`src/rtl/lock_pkg.sv`:
```
// Shared types for the keypad lock: key identities, controller states and the
// 4-key code word with its power-on value.
package lock_pkg;

  typedef enum logic [1:0] {
    KEY_W = 2'd0,
    KEY_E = 2'd1,
    KEY_S = 2'd2,
    KEY_N = 2'd3
  } key_t;

  typedef enum logic [2:0] {
    ST_LOCKED,
    ST_UNLOCKED,
    ST_PROG,
    ST_CONFIRM,
    ST_LOCKOUT
  } state_t;

  // Element [3] holds the first key entered, element [0] the last.
  typedef key_t [3:0] code_t;

  localparam code_t DEFAULT_CODE = code_t'({KEY_S, KEY_W, KEY_E, KEY_W});

endpackage

```
`src/rtl/lock_code_ctrl_if.sv`:
```
// Keypad-side and status signals of the lock controller, bundled for the top.
interface lock_code_ctrl_if;

  logic       key_valid;
  logic [1:0] key_code;
  logic       prog_req;
  logic       unlocked;
  logic       alarm;
  logic       prog_mode;
  logic [2:0] digit_cnt;
  logic [1:0] fail_cnt;
  logic       prog_ok;
  logic       prog_err;

  modport master (
    output key_valid, key_code, prog_req,
    input  unlocked, alarm, prog_mode, digit_cnt, fail_cnt, prog_ok, prog_err
  );

  modport slave (
    input  key_valid, key_code, prog_req,
    output unlocked, alarm, prog_mode, digit_cnt, fail_cnt, prog_ok, prog_err
  );

endinterface

```
`src/rtl/code_entry_reg.sv`:
```
// Four-key entry shift register with digit count; full once four keys are held
// and stays full until cleared, so extra keys are dropped.
module code_entry_reg
  import lock_pkg::*;
(
  input  logic       clk,
  input  logic       rst,
  input  logic       shift,
  input  logic       clr,
  input  key_t       key,
  output code_t      code,
  output logic [2:0] cnt,
  output logic       full
);

  assign full = (cnt == 3'd4);

  always_ff @(posedge clk) begin
    if (rst || clr) begin
      cnt <= 3'd0;
    end else if (shift && !full) begin
      cnt <= cnt + 3'd1;
    end
  end

  // Digits are only meaningful while cnt says so; no reset needed.
  always_ff @(posedge clk) begin
    if (shift && !clr && !full) begin
      code <= code_t'({code[2:0], key});
    end
  end

endmodule

```
`src/rtl/lock_code_ctrl.sv`:
```
// Keypad code lock: 4-key unlock, consecutive-failure lockout with timed alarm,
// and a two-pass (enter + confirm) code change mode.
module lock_code_ctrl
  import lock_pkg::*;
#(
  parameter int clk_freq    = 125_000_000,
  parameter int lockout_sec = 1,
  parameter int max_fail    = 3
) (
  input logic             clk,
  input logic             rst,
  lock_code_ctrl_if.slave bus
);

  localparam int LOCKOUT_CYCLES = clk_freq * lockout_sec;
  localparam int TMR_W = (LOCKOUT_CYCLES > 1) ? $clog2(LOCKOUT_CYCLES) : 1;
  localparam logic [TMR_W-1:0] TMR_LOAD = TMR_W'(LOCKOUT_CYCLES - 1);
  localparam logic [2:0] FAIL_LIM = 3'(max_fail);

  state_t           state, state_n;
  logic [1:0]       fail_cnt, fail_n;
  logic [2:0]       fail_inc;
  logic [TMR_W-1:0] timer, timer_n;
  code_t            code, code_n;
  code_t            shadow, shadow_n;
  code_t            entry;
  logic             ok, ok_n, err, err_n;
  logic             shift, clr, full;
  logic [2:0]       cnt;
  key_t             key;

  assign key      = key_t'(bus.key_code);
  assign fail_inc = {1'b0, fail_cnt} + 3'd1;

  code_entry_reg u_entry (
    .clk   (clk),
    .rst   (rst),
    .shift (shift),
    .clr   (clr),
    .key   (key),
    .code  (entry),
    .cnt   (cnt),
    .full  (full)
  );

  always_ff @(posedge clk) begin
    if (rst) begin
      state    <= ST_LOCKED;
      fail_cnt <= 2'd0;
      timer    <= '0;
      code     <= DEFAULT_CODE;
      ok       <= 1'b0;
      err      <= 1'b0;
    end else begin
      state    <= state_n;
      fail_cnt <= fail_n;
      timer    <= timer_n;
      code     <= code_n;
      ok       <= ok_n;
      err      <= err_n;
    end
  end

  // Shadow is always fully rewritten in PROG before CONFIRM reads it.
  always_ff @(posedge clk) begin
    shadow <= shadow_n;
  end

  always_comb begin
    state_n  = state;
    fail_n   = fail_cnt;
    timer_n  = timer;
    code_n   = code;
    shadow_n = shadow;
    ok_n     = 1'b0;
    err_n    = 1'b0;
    shift    = 1'b0;
    clr      = 1'b0;
    unique case (state)
      ST_LOCKED: begin
        shift = bus.key_valid && !full;
        if (full) begin
          clr = 1'b1;
          if (entry == code) begin
            state_n = ST_UNLOCKED;
            fail_n  = 2'd0;
          end else if (fail_inc >= FAIL_LIM) begin
            // fail_cnt is already at max_fail-1 here and is left saturated.
            state_n = ST_LOCKOUT;
            timer_n = TMR_LOAD;
          end else begin
            fail_n = fail_inc[1:0];
          end
        end
      end
      ST_UNLOCKED: begin
        if (bus.prog_req) begin
          state_n = ST_PROG;
          clr     = 1'b1;
        end else if (bus.key_valid && key == KEY_N) begin
          state_n = ST_LOCKED;
        end
      end
      ST_PROG: begin
        shift = bus.key_valid && !full;
        if (full) begin
          clr      = 1'b1;
          shadow_n = entry;
          state_n  = ST_CONFIRM;
        end
      end
      ST_CONFIRM: begin
        shift = bus.key_valid && !full;
        if (full) begin
          clr     = 1'b1;
          state_n = ST_UNLOCKED;
          if (entry == shadow) begin
            code_n = entry;
            ok_n   = 1'b1;
          end else begin
            err_n = 1'b1;
          end
        end
      end
      ST_LOCKOUT: begin
        clr = 1'b1;
        if (timer == '0) begin
          state_n = ST_LOCKED;
          fail_n  = 2'd0;
        end else begin
          timer_n = timer - 1'b1;
        end
      end
      default: state_n = ST_LOCKED;
    endcase
  end

  assign bus.unlocked  = (state == ST_UNLOCKED) || (state == ST_PROG) || (state == ST_CONFIRM);
  assign bus.alarm     = (state == ST_LOCKOUT);
  assign bus.prog_mode = (state == ST_PROG) || (state == ST_CONFIRM);
  assign bus.digit_cnt = cnt;
  assign bus.fail_cnt  = fail_cnt;
  assign bus.prog_ok   = ok;
  assign bus.prog_err  = err;

endmodule

```
`src/flat_wrapper.sv`:
```
// flat-port wrapper written by rule: the top's interface ports become plain ports
module lock_code_ctrl_flat import lock_pkg::*;
#(
  parameter int clk_freq    = 125_000_000,
  parameter int lockout_sec = 1,
  parameter int max_fail    = 3
)
  (clk, rst, bus_key_valid, bus_key_code, bus_prog_req, bus_unlocked, bus_alarm, bus_prog_mode, bus_digit_cnt, bus_fail_cnt, bus_prog_ok, bus_prog_err);
  lock_code_ctrl_if bus_i ();
  input logic clk;
  input logic rst;
  input wire logic [$bits(bus_i.key_valid)-1:0] bus_key_valid;
  input wire logic [$bits(bus_i.key_code)-1:0] bus_key_code;
  input wire logic [$bits(bus_i.prog_req)-1:0] bus_prog_req;
  output wire logic [$bits(bus_i.unlocked)-1:0] bus_unlocked;
  output wire logic [$bits(bus_i.alarm)-1:0] bus_alarm;
  output wire logic [$bits(bus_i.prog_mode)-1:0] bus_prog_mode;
  output wire logic [$bits(bus_i.digit_cnt)-1:0] bus_digit_cnt;
  output wire logic [$bits(bus_i.fail_cnt)-1:0] bus_fail_cnt;
  output wire logic [$bits(bus_i.prog_ok)-1:0] bus_prog_ok;
  output wire logic [$bits(bus_i.prog_err)-1:0] bus_prog_err;
  assign bus_i.key_valid = bus_key_valid;
  assign bus_i.key_code = bus_key_code;
  assign bus_i.prog_req = bus_prog_req;
  assign bus_unlocked = bus_i.unlocked;
  assign bus_alarm = bus_i.alarm;
  assign bus_prog_mode = bus_i.prog_mode;
  assign bus_digit_cnt = bus_i.digit_cnt;
  assign bus_fail_cnt = bus_i.fail_cnt;
  assign bus_prog_ok = bus_i.prog_ok;
  assign bus_prog_err = bus_i.prog_err;
  lock_code_ctrl #(.clk_freq(clk_freq), .lockout_sec(lockout_sec), .max_fail(max_fail)) u_core (.clk(clk), .rst(rst), .bus(bus_i));
endmodule
```
`config.mk`:
```
export PLATFORM = sky130hd
export DESIGN_NAME = lock_code_ctrl_flat
export DESIGN_NICKNAME = d
export VERILOG_FILES = /design/src/rtl/lock_pkg.sv /design/src/rtl/lock_code_ctrl_if.sv /design/src/rtl/code_entry_reg.sv /design/src/rtl/lock_code_ctrl.sv /design/src/flat_wrapper.sv
export SDC_FILE = /design/constraint.sdc
export NUM_CORES = 1
export LEC_CHECK = 0
export CAP_MARGIN = 25
export CELL_PAD_IN_SITES_DETAIL_PLACEMENT = 0
export CELL_PAD_IN_SITES_GLOBAL_PLACEMENT = 1
export CORE_MARGIN = 2
export CORE_UTILIZATION = 40
export DETAILED_ROUTE_END_ITERATION = 12
export GPL_TIMING_DRIVEN = 0
export PLACE_DENSITY = 0.73
export SYNTH_ARGS = -nofsm -noshare
export SYNTH_HDL_FRONTEND = slang
export SYNTH_SLANG_ARGS = --single-unit
export TNS_END_PERCENT = 1
```
`constraint.sdc`:
```
create_clock -name clk -period 2.81 [get_ports clk]
set_input_delay 0.562 -clock clk [delete_from_list [all_inputs] [get_ports clk]]
set_output_delay 0.562 -clock clk [all_outputs]
set_load 0.02 [all_outputs]
```
==> results of run 1 <==
[logic make-up after synthesis]
family          count (synthesis)  synth area share, %
compound gates                 60                15.68
xor+xnor                       27                7.739
fa+ha+maj                       5                2.048
buf+inv                        21                3.112
flops                          61                45.21
mux                            14                4.791
simple gates                  106                21.42
[path summary, 6_finish.rpt]
| path | endpoint | depth (start not counted) | slack, ns | startpoint |
|---|---|---|---|---|
| worst max-delay path | u_core.code[4] | 5 | 0.43 | rst |
| worst max register to register | u_core.state[0] | 7 | 0.46 | u_core.timer[1] |
| worst min register to register | u_core.code[2] | 2 | 0.49 | u_core.code[2] |
| worst min-delay path | u_core.code[2] | 2 | 0.49 | u_core.code[2] |
[critical path, cell delays in order]
cell,delay [ns]
clkdlybuf4s50_1,0.52
clkbuf_1,0.40
buf_1,0.53
buf_1,0.47
nor2_1,0.11
[registers in the layout, indices dropped and copies added (netlist names)]
| name | flops |
|---|---|
| u_core.shadow | 8 |
| u_core.code | 8 |
| u_core.bus.prog_ok | 1 |
| u_core.bus.prog_err | 1 |
| u_core.timer | 27 |
| u_core.state | 3 |
| u_core.bus.fail_cnt | 2 |
| u_core.u_entry.cnt | 3 |
| u_core.u_entry.code | 8 |
[layer usage]
layer,track usage [%],up-vias
met5,0,-
met4,8.712,0
met2,26.47,35
li1,-,1180
met3,3.071,7
met1,22.75,1101
[cell type report]
cell class,instances,area [um^2]
plain buffers,12,61.31
clock buffers,9,123.9
clock inverters,7,81.33
fillers,685,3789
inverters,9,33.78
multi-input cells,212,1579
flip-flops and latches,61,1381
well taps,99,123.9
repair buffers,16,157.7
[cell usage in the layout, fill, tap and decap left out, drive strengths merged, types with 5 or more instances in the layout]
master / n
nand2: 16
mux2i: 12
ha: 5
nor3: 13
clkdlybuf4s50: 15
a211oi: 7
or4: 6
nor2: 23
o31ai: 5
clkbuf: 13
a21oi: 12
o2111ai: 8
nor4: 12
or3: 10
dfxtp: 45
xor2: 17
inv: 12
buf: 9
edfxtp: 16
nand4: 6
xnor2: 10
[metrics by stage]
step                instances  hold slack [ns]  total power [uW]  instance area, um^2  utilization (%)
finish                    425           0.4918              1811                 3542            48.32
global route              425           0.5289              1890                 3542            48.32
CTS                       425           0.4992              1840                 3542            48.32
detailed placement        409           0.4787              1025                 3337            45.52
global placement          408           0.4761              1023                 3329            45.42
floorplan                 294           0.4619             990.2                 3055                -
[power breakdown]
part	internal (uW)	total, uW	switching (uW)
Combinational	33.6	77.3	43.7
Sequential	912	927	14.6
Clock	421	807	385
==> out/metrics.csv, run 1 <==
metric;value;unit
outcome;completed;
min cycle time layout;2.381;ns
max cap viols;0;
drt via density;5.466;
Nets;332;
Setup Buffers After CTS;0;
first-iteration detailed-routing DRC count;96;
Reg clk slew, reported paths;0.07;ns
most common flop cell mapped by yosys;dfxtp_1;
vias in the first global route;2288;
IO Pins;16;
met3 WL;173;um
RSZ-0062 raised after global routing;false;
GRT Total Usage;17.09;%
Critical Path AT;2.59;ns
CTS tree;done;
FMAX;420.0;MHz
Mapped Area;3055;um^2
grt ovf;0;
Req. time, crit path;3.02;ns
synth unique cells;64;
worst hold path class;reg -> reg;
Least-Margin Pin Slew;0.6885;ns
Syn Area/Cell;10.39;um^2
clock sinks;61;
met2 WL post-DR;3054;um
Root Driver;clkbuf_8;
Final Hold Fails;0;
total wire length;6623;um
H-tree depth;3;
flops & latches, synth;61;
Slew HR;53.93;%
die width;91.40;um
Slew Limit Fails;0;
top cells by count, synth;dfxtp_1, nor2_1, xor2_1;
post-route clock period utilization;84.74;%
initial antenna violation count;0;
first drt pass iteration count;4;
M1 WL;3283;um
Startpoint Class;primary input;
Max IR drop VDD;0.2563;mV
Power Density;511.2;nW/um^2
post_cts resized;0;
first-pass GRT wire length;11150;um
highest routed layer;met4;
Async SR Flop Fraction;0;%
DR WL/cell;15.58;um
sequential area share after synthesis;45.21;%
Worst-Skew Late Latency;0.34;ns
Core ar.;7331;um^2
Setup CP Type;in -> reg;
skew final;0.007434;ns
syn nets;305;
hpwl dp;4679;um
Starting Density;41.68;%
top cell type's share of synthesized area;29.48;%
die span in y;91.40;um
leading area contributor after synthesis;dfxtp_1;
I/O Buffers;15;
EDFF count, synth;16;
number of core rows;31;
gpl congestion;0.7817;
post-detailed-route DRC marker count;0;
layout cells sized above 1;14.72;%
Yosys Warn Count;0;
CP max FO;10;
Detail Route Antenna Nets;0;
Syn Inst Count;294;
Final setup viols;0;
deepest clock path buffer count;2;
largest net degree at the start of global routing;14;
Setup WS post-layout;0.4289;ns
Die ar.;8354;um^2
Area Growth Syn to Fin;15.93;%
hold_buf cts;0;
CTS Buf Count;9;
Antenna Diode Count;0;
Setup WS pre-CTS;0.04300;ns
CP Capture Type;flip-flop;
routed vias;2323;
Leakage;0.001273;uW
setup tns final;0;ns
cell with the most instances after synthesis;dfxtp_1;
synth top area cells;dfxtp_1, edfxtp_1, xor2_1;
(Power assumes the default switching activity.)
==> inputs of run 2 (changes only) <==
==> constraint.sdc (replaced) <==
create_clock -name clk -period 2.3 [get_ports clk]
set_input_delay 0.46 -clock clk [delete_from_list [all_inputs] [get_ports clk]]
set_output_delay 0.46 -clock clk [all_outputs]
set_load 0.02 [all_outputs]
==> out/metrics.csv, run 2 (synthesized netlist as in run 1, its figures left out) <==
metric;value;unit;change
number of core rows;31;;unchanged
Startpoint Class;flip-flop;;
Slew Limit Fails;0;;unchanged
Nets;333;;+0.30%
Critical Path AT;2.51;ns;-0.08 ns
Top Family by Delay on Critical Path;compound AO/OA/AOI/OAI gates;;
post-detailed-route DRC marker count;0;;unchanged
most common cell after layout, fill and taps aside;dfxtp_1;;
Final Hold Fails;0;;unchanged
Starting Density;41.68;%;unchanged
RSZ-0062 raised after global routing;true;;
commonest non-fill, non-tap cells in the layout;dfxtp_1, nor2_1, xor2_1;;
CP Capture Type;flip-flop;;
grt ovf;0;;unchanged
max FFs per register;27;;unchanged
Die ar.;8354;um^2;unchanged
IO Pins;16;;unchanged
Root Driver;clkbuf_8;;
GRT Total Usage;17.22;%;+0.13 points
hold_buf cts;0;;unchanged
skew final;0.005158;ns;-0.002277 ns
CP cell instances;inv_1 > ha_1 > and2_0 > clkbuf_1 > nand2_1 > a211o_1 > a2111oi_1 > mux2i_1;;
Reg clk slew, reported paths;0.07;ns;about the same
gpl congestion;0.8024;;+2.6%
worst hold path class;reg -> reg;;
Max IR drop VDD;0.2339;mV;-8.7%
Crit path buffers/inverters;2;;-2
I/O Buffers;15;;unchanged
Req. time, crit path;2.57;ns;-0.45 ns
Finished Layout Cells;426;;+0.24%
deepest clock path buffer count;2;;unchanged
first-pass GRT wire length;11250;um;+0.92%
largest register by flop count;u_core.timer;;
# fillers;700;;+2.2%
Leakage;0.001306;uW;+2.6%
Area Growth Syn to Fin;17.77;%;
initial antenna violation count;0;;unchanged
Least-Margin Pin Slew;0.6833;ns;-0.005139 ns
number of placed cells counting well taps;408;;-0.24%
setup tns final;0;ns;unchanged
CP max stage cell;a2111oi_1;;
Detail Route Antenna Nets;0;;unchanged
layout cells sized above 1;15.90;%;+1.2 points
delay of the slowest critical-path stage;0.46;ns;-0.07 ns
min cycle time layout;2.237;ns;
drt via density;5.545;;+1.4%
FMAX;447.0;MHz;
Worst-Skew Late Latency;0.34;ns;about the same
largest net degree at the start of global routing;13;;-1
Slew HR;54.44;%;+0.51 points
Antenna Diode Count;0;;unchanged
clock sinks;61;;unchanged
first drt pass iteration count;4;;unchanged
die width;91.40;um;unchanged
hpwl dp;4680;um;about the same
vias in the first global route;2310;;+0.96%
Setup CP Type;reg -> reg;;
post-route clock period utilization;97.26;%;
Power Density;610.9;nW/um^2;+20%
outcome;completed;;
DR WL/cell;15.92;um;+2.2%
first-iteration detailed-routing DRC count;116;;+21%
CP max FO;6;;-4
total wire length;6784;um;+2.4%
routed vias;2362;;+1.7%
CTS tree;done;;
Final setup viols;0;;unchanged
CTS Buf Count;9;;unchanged
Core ar.;7331;um^2;unchanged
H-tree depth;3;;unchanged
max cap viols;0;;unchanged
die span in y;91.40;um;unchanged
-- run 2: final timing paths --
check	depth (start not counted)	startpoint	endpoint	slack, ns
worst max-delay path	8	u_core.u_entry.cnt[0]	u_core.timer[13]	0.06
worst min-delay path	2	u_core.code[2]	u_core.code[2]	0.50
worst max register to register	8	u_core.u_entry.cnt[0]	u_core.timer[13]	0.06
worst min register to register	2	u_core.code[2]	u_core.code[2]	0.50
-- run 2: worst reg2reg max path: cells and delay by family (launching register included) --
family                     cells  cell delay, ns
AOI/OAI and AO/OA              2            0.80
and+or+nand+nor                2            0.29
buffers and inverters          2            0.35
adders and majority gates      1            0.15
muxes                          1            0.23
DFF                            1            0.35
-- run 2: timing repair --
action | 4_1_cts | 5_1_grt
pin swaps | 0 | 1
setup endpoints to repair | 16 | 35
setup buffers | 0 | 2
gates resized for setup | 5 | 3
-- run 2: stage by stage --
| step | hold WS (ns) | utilization [%] | power (uW) | cell area, um^2 | setup WS (ns) |
|---|---|---|---|---|---|
| after floorplan | 0.4619 | - | 1211 | 3064 | 0.2114 |
| after global placement | 0.4762 | 45.54 | 1251 | 3338 | -0.3748 |
| after detailed placement | 0.4854 | 45.54 | 1253 | 3338 | -0.3983 |
| after CTS | 0.5042 | 48.68 | 2224 | 3568 | 0.0004741 |
| after global routing | 0.5334 | 49.09 | 2277 | 3598 | -0.1081 |
| final | 0.4966 | 49.09 | 2198 | 3598 | 0.06297 |
-- run 2: cell type report --
| class | count | area (um^2) | area share, % |
|---|---|---|---|
| Tap cell | 99 | 123.9 | 3.442 |
| Inverter | 9 | 33.78 | 0.9388 |
| Multi-Input combinational cell | 212 | 1630 | 45.31 |
| Clock inverter | 7 | 75.07 | 2.086 |
| Sequential cell | 61 | 1381 | 38.39 |
| Timing Repair Buffer | 17 | 167.7 | 4.659 |
| Clock buffer | 9 | 123.9 | 3.442 |
| Buffer | 12 | 62.56 | 1.739 |
-- run 2: power by group --
part	internal (uW)	switching [uW]	leakage [uW]
sequential	1110	19.1	0.000513
clock	503	461	0.0000918
combinational	44.0	56.7	0.000701
-- run 2: layer usage --
layer | up-vias | share of wire (%) | routed length [um] | track usage [%]
li1 | 1174 | - | - | -
met1 | 1150 | 48 | 3290 | 21.45
met2 | 33 | 48 | 3224 | 28.00
met3 | 5 | 3.1 | 210 | 5.560
met4 | 0 | 0.85 | 58 | 5.808
met5 | - | 0 | 0 | 0
==> inputs of run 3 (changes only) <==
--- a/config.mk
+++ b/config.mk
@@ -12,6 +12,7 @@
 export CORE_UTILIZATION = 40
 export DETAILED_ROUTE_END_ITERATION = 12
 export GPL_TIMING_DRIVEN = 0
+export MAX_ROUTING_LAYER = met4
 export PLACE_DENSITY = 0.73
 export SYNTH_ARGS = -nofsm -noshare
 export SYNTH_HDL_FRONTEND = slang
==> out/metrics.csv, run 3 (synthesized netlist as in run 1, its figures left out) <==
metric;value;unit;change
highest routed layer;met4;;
DR WL/cell;15.87;um;-0.32%
Max IR drop VDD;0.2381;mV;+1.8%
max FFs per register;27;;unchanged
Slew HR;57.43;%;+3.0 points
routed vias;2354;;-0.34%
Util after Layout;49.09;%;unchanged
FMAX;446.1;MHz;-0.21%
Starting Density;41.68;%;unchanged
# fillers;700;;unchanged
outcome;completed;;
Final setup viols;0;;unchanged
deepest clock path buffer count;2;;unchanged
Slew Limit Fails;0;;unchanged
share of power burned in the clock network;43.8;%;about the same
die width;91.40;um;unchanged
CP cell instances;inv_1 > ha_1 > and2_0 > clkbuf_1 > nand2_1 > a211o_1 > a2111oi_1 > mux2i_1;;
Req. time, crit path;2.58;ns;about the same
gpl congestion;0.8141;;+1.5%
clock sinks;61;;unchanged
Least-Margin Pin Slew;0.6385;ns;-0.04479 ns
first-pass GRT wire length;11250;um;about the same
total wire length;6762;um;-0.32%
die span in y;91.40;um;unchanged
drt via density;5.526;;-0.34%
Startpoint Class;flip-flop;;
Leakage;0.001306;uW;unchanged
Final Hold Fails;0;;unchanged
most common cell after layout, fill and taps aside;dfxtp_1;;
Worst-Skew Late Latency;0.35;ns;about the same
Switching Power;536.8;uW;about the same
Root Driver;clkbuf_8;;
largest net degree at the start of global routing;13;;unchanged
Setup WS post-layout;0.05821;ns;-0.004764 ns
largest register by flop count;u_core.timer;;
Detail Route Antenna Nets;0;;unchanged
GRT Total Usage;17.70;%;+0.48 points
initial antenna violation count;0;;unchanged
commonest non-fill, non-tap cells in the layout;dfxtp_1, nor2_1, xor2_1;;
post-route clock period utilization;97.47;%;+0.21 points
I/O Buffers;15;;unchanged
Die ar.;8354;um^2;unchanged
Power Density;610.9;nW/um^2;about the same
Sequential Power Share;51.6;%;about the same
first-iteration detailed-routing DRC count;124;;+6.9%
post-detailed-route DRC marker count;0;;unchanged
first drt pass iteration count;4;;unchanged
hpwl dp;4680;um;unchanged
number of core rows;31;;unchanged
internal power;1661;uW;about the same
M1 WL;3286;um;-0.12%
CTS Buf Count;9;;unchanged
Antenna Diode Count;0;;unchanged
CP max stage cell;a2111oi_1;;
max cap viols;0;;unchanged
power share of the combinational group;4.6;%;about the same
met2 WL post-DR;3218;um;-0.19%
RSZ-0062 raised after global routing;true;;
worst hold path class;reg -> reg;;
Sw Share;24.42;%;about the same
Nets;333;;unchanged
Setup CP Type;reg -> reg;;
grt ovf;0;;unchanged
layout cells sized above 1;15.90;%;unchanged
met3 WL;193;um;-8.1%
Critical Path AT;2.52;ns;about the same
Reg clk slew, reported paths;0.07;ns;about the same
CP Capture Type;flip-flop;;
Core ar.;7331;um^2;unchanged
Area Growth Syn to Fin;17.77;%;unchanged
skew final;0.005563;ns;+0.0004056 ns
CP max FO;6;;unchanged
Setup WS pre-CTS;-0.3983;ns;unchanged
CTS tree;done;;
IO Pins;16;;unchanged
delay of the slowest critical-path stage;0.46;ns;about the same
vias in the first global route;2308;;-0.087%
H-tree depth;3;;unchanged
setup tns final;0;ns;unchanged
min cycle time layout;2.242;ns;+0.004764 ns
[run 3: power by group through the flow]
stage	combinational, uW	sequential, uW	clock [uW]
CTS	98.7	1130	991
finish	100	1130	964
floorplan	52.7	1160	0
detailed placement	93.8	1160	0
global route	113	1140	1030
global placement	93.4	1160	0
[run 3: repair_timing]
action / in CTS / in global routing
cloned: 0 / 0
hold buffers: 0 / 0
endpoints found under the setup margin: 16 / 38
gates resized for setup: 5 / 3
pin swaps: 0 / 1
buffers inserted: 0 / 2
endpoints found under the hold margin: 0 / 0
[run 3: metal layers]
metal  vias to the layer above  GRT usage [%]
li1                       1175              -
met1                      1144          21.45
met2                        29          28.00
met3                         6          5.560
met4                         0          5.808
met5                         -              -
[run 3: worst paths after layout]
check                             start  slack [ns]          endpoint  cells after the start
hold / removal           u_core.code[2]        0.50    u_core.code[2]                      2
setup reg to reg  u_core.u_entry.cnt[0]        0.06  u_core.timer[13]                      8
hold reg to reg          u_core.code[2]        0.50    u_core.code[2]                      2
setup / recovery  u_core.u_entry.cnt[0]        0.06  u_core.timer[13]                      8
[run 3: cell type report]
cell class | instances | area, um^2 | share of cell area, %
Clock buffer | 9 | 123.9 | 3.442
Sequential cell | 61 | 1381 | 38.39
Timing Repair Buffer | 17 | 167.7 | 4.659
Clock inverter | 7 | 75.07 | 2.086
Tap cell | 99 | 123.9 | 3.442
Buffer | 12 | 62.56 | 1.739
Multi-Input combinational cell | 212 | 1630 | 45.31
Inverter | 9 | 33.78 | 0.9388
[run 3: metrics by stage]
| stage | area [um^2] | hold slack [ns] | cells | total power (uW) |
|---|---|---|---|---|
| final | 3598 | 0.4961 | 426 | 2198 |
| after global routing | 3598 | 0.5334 | 426 | 2277 |
| after CTS | 3568 | 0.5042 | 424 | 2224 |
| after detailed placement | 3338 | 0.4854 | 408 | 1253 |
| after global placement | 3338 | 0.4762 | 408 | 1251 |
| after floorplan | 3064 | 0.4619 | 294 | 1211 |
[run 3: worst max-delay path: cells and delay by family (launching register included)]
family | cells | cell delay, ns
flip-flops | 1 | 0.35
buffers and inverters | 2 | 0.35
AND/OR/NAND/NOR | 2 | 0.29
multiplexers | 1 | 0.23
AO/OA/AOI/OAI | 2 | 0.80
adder cells (fa/ha/maj) | 1 | 0.15
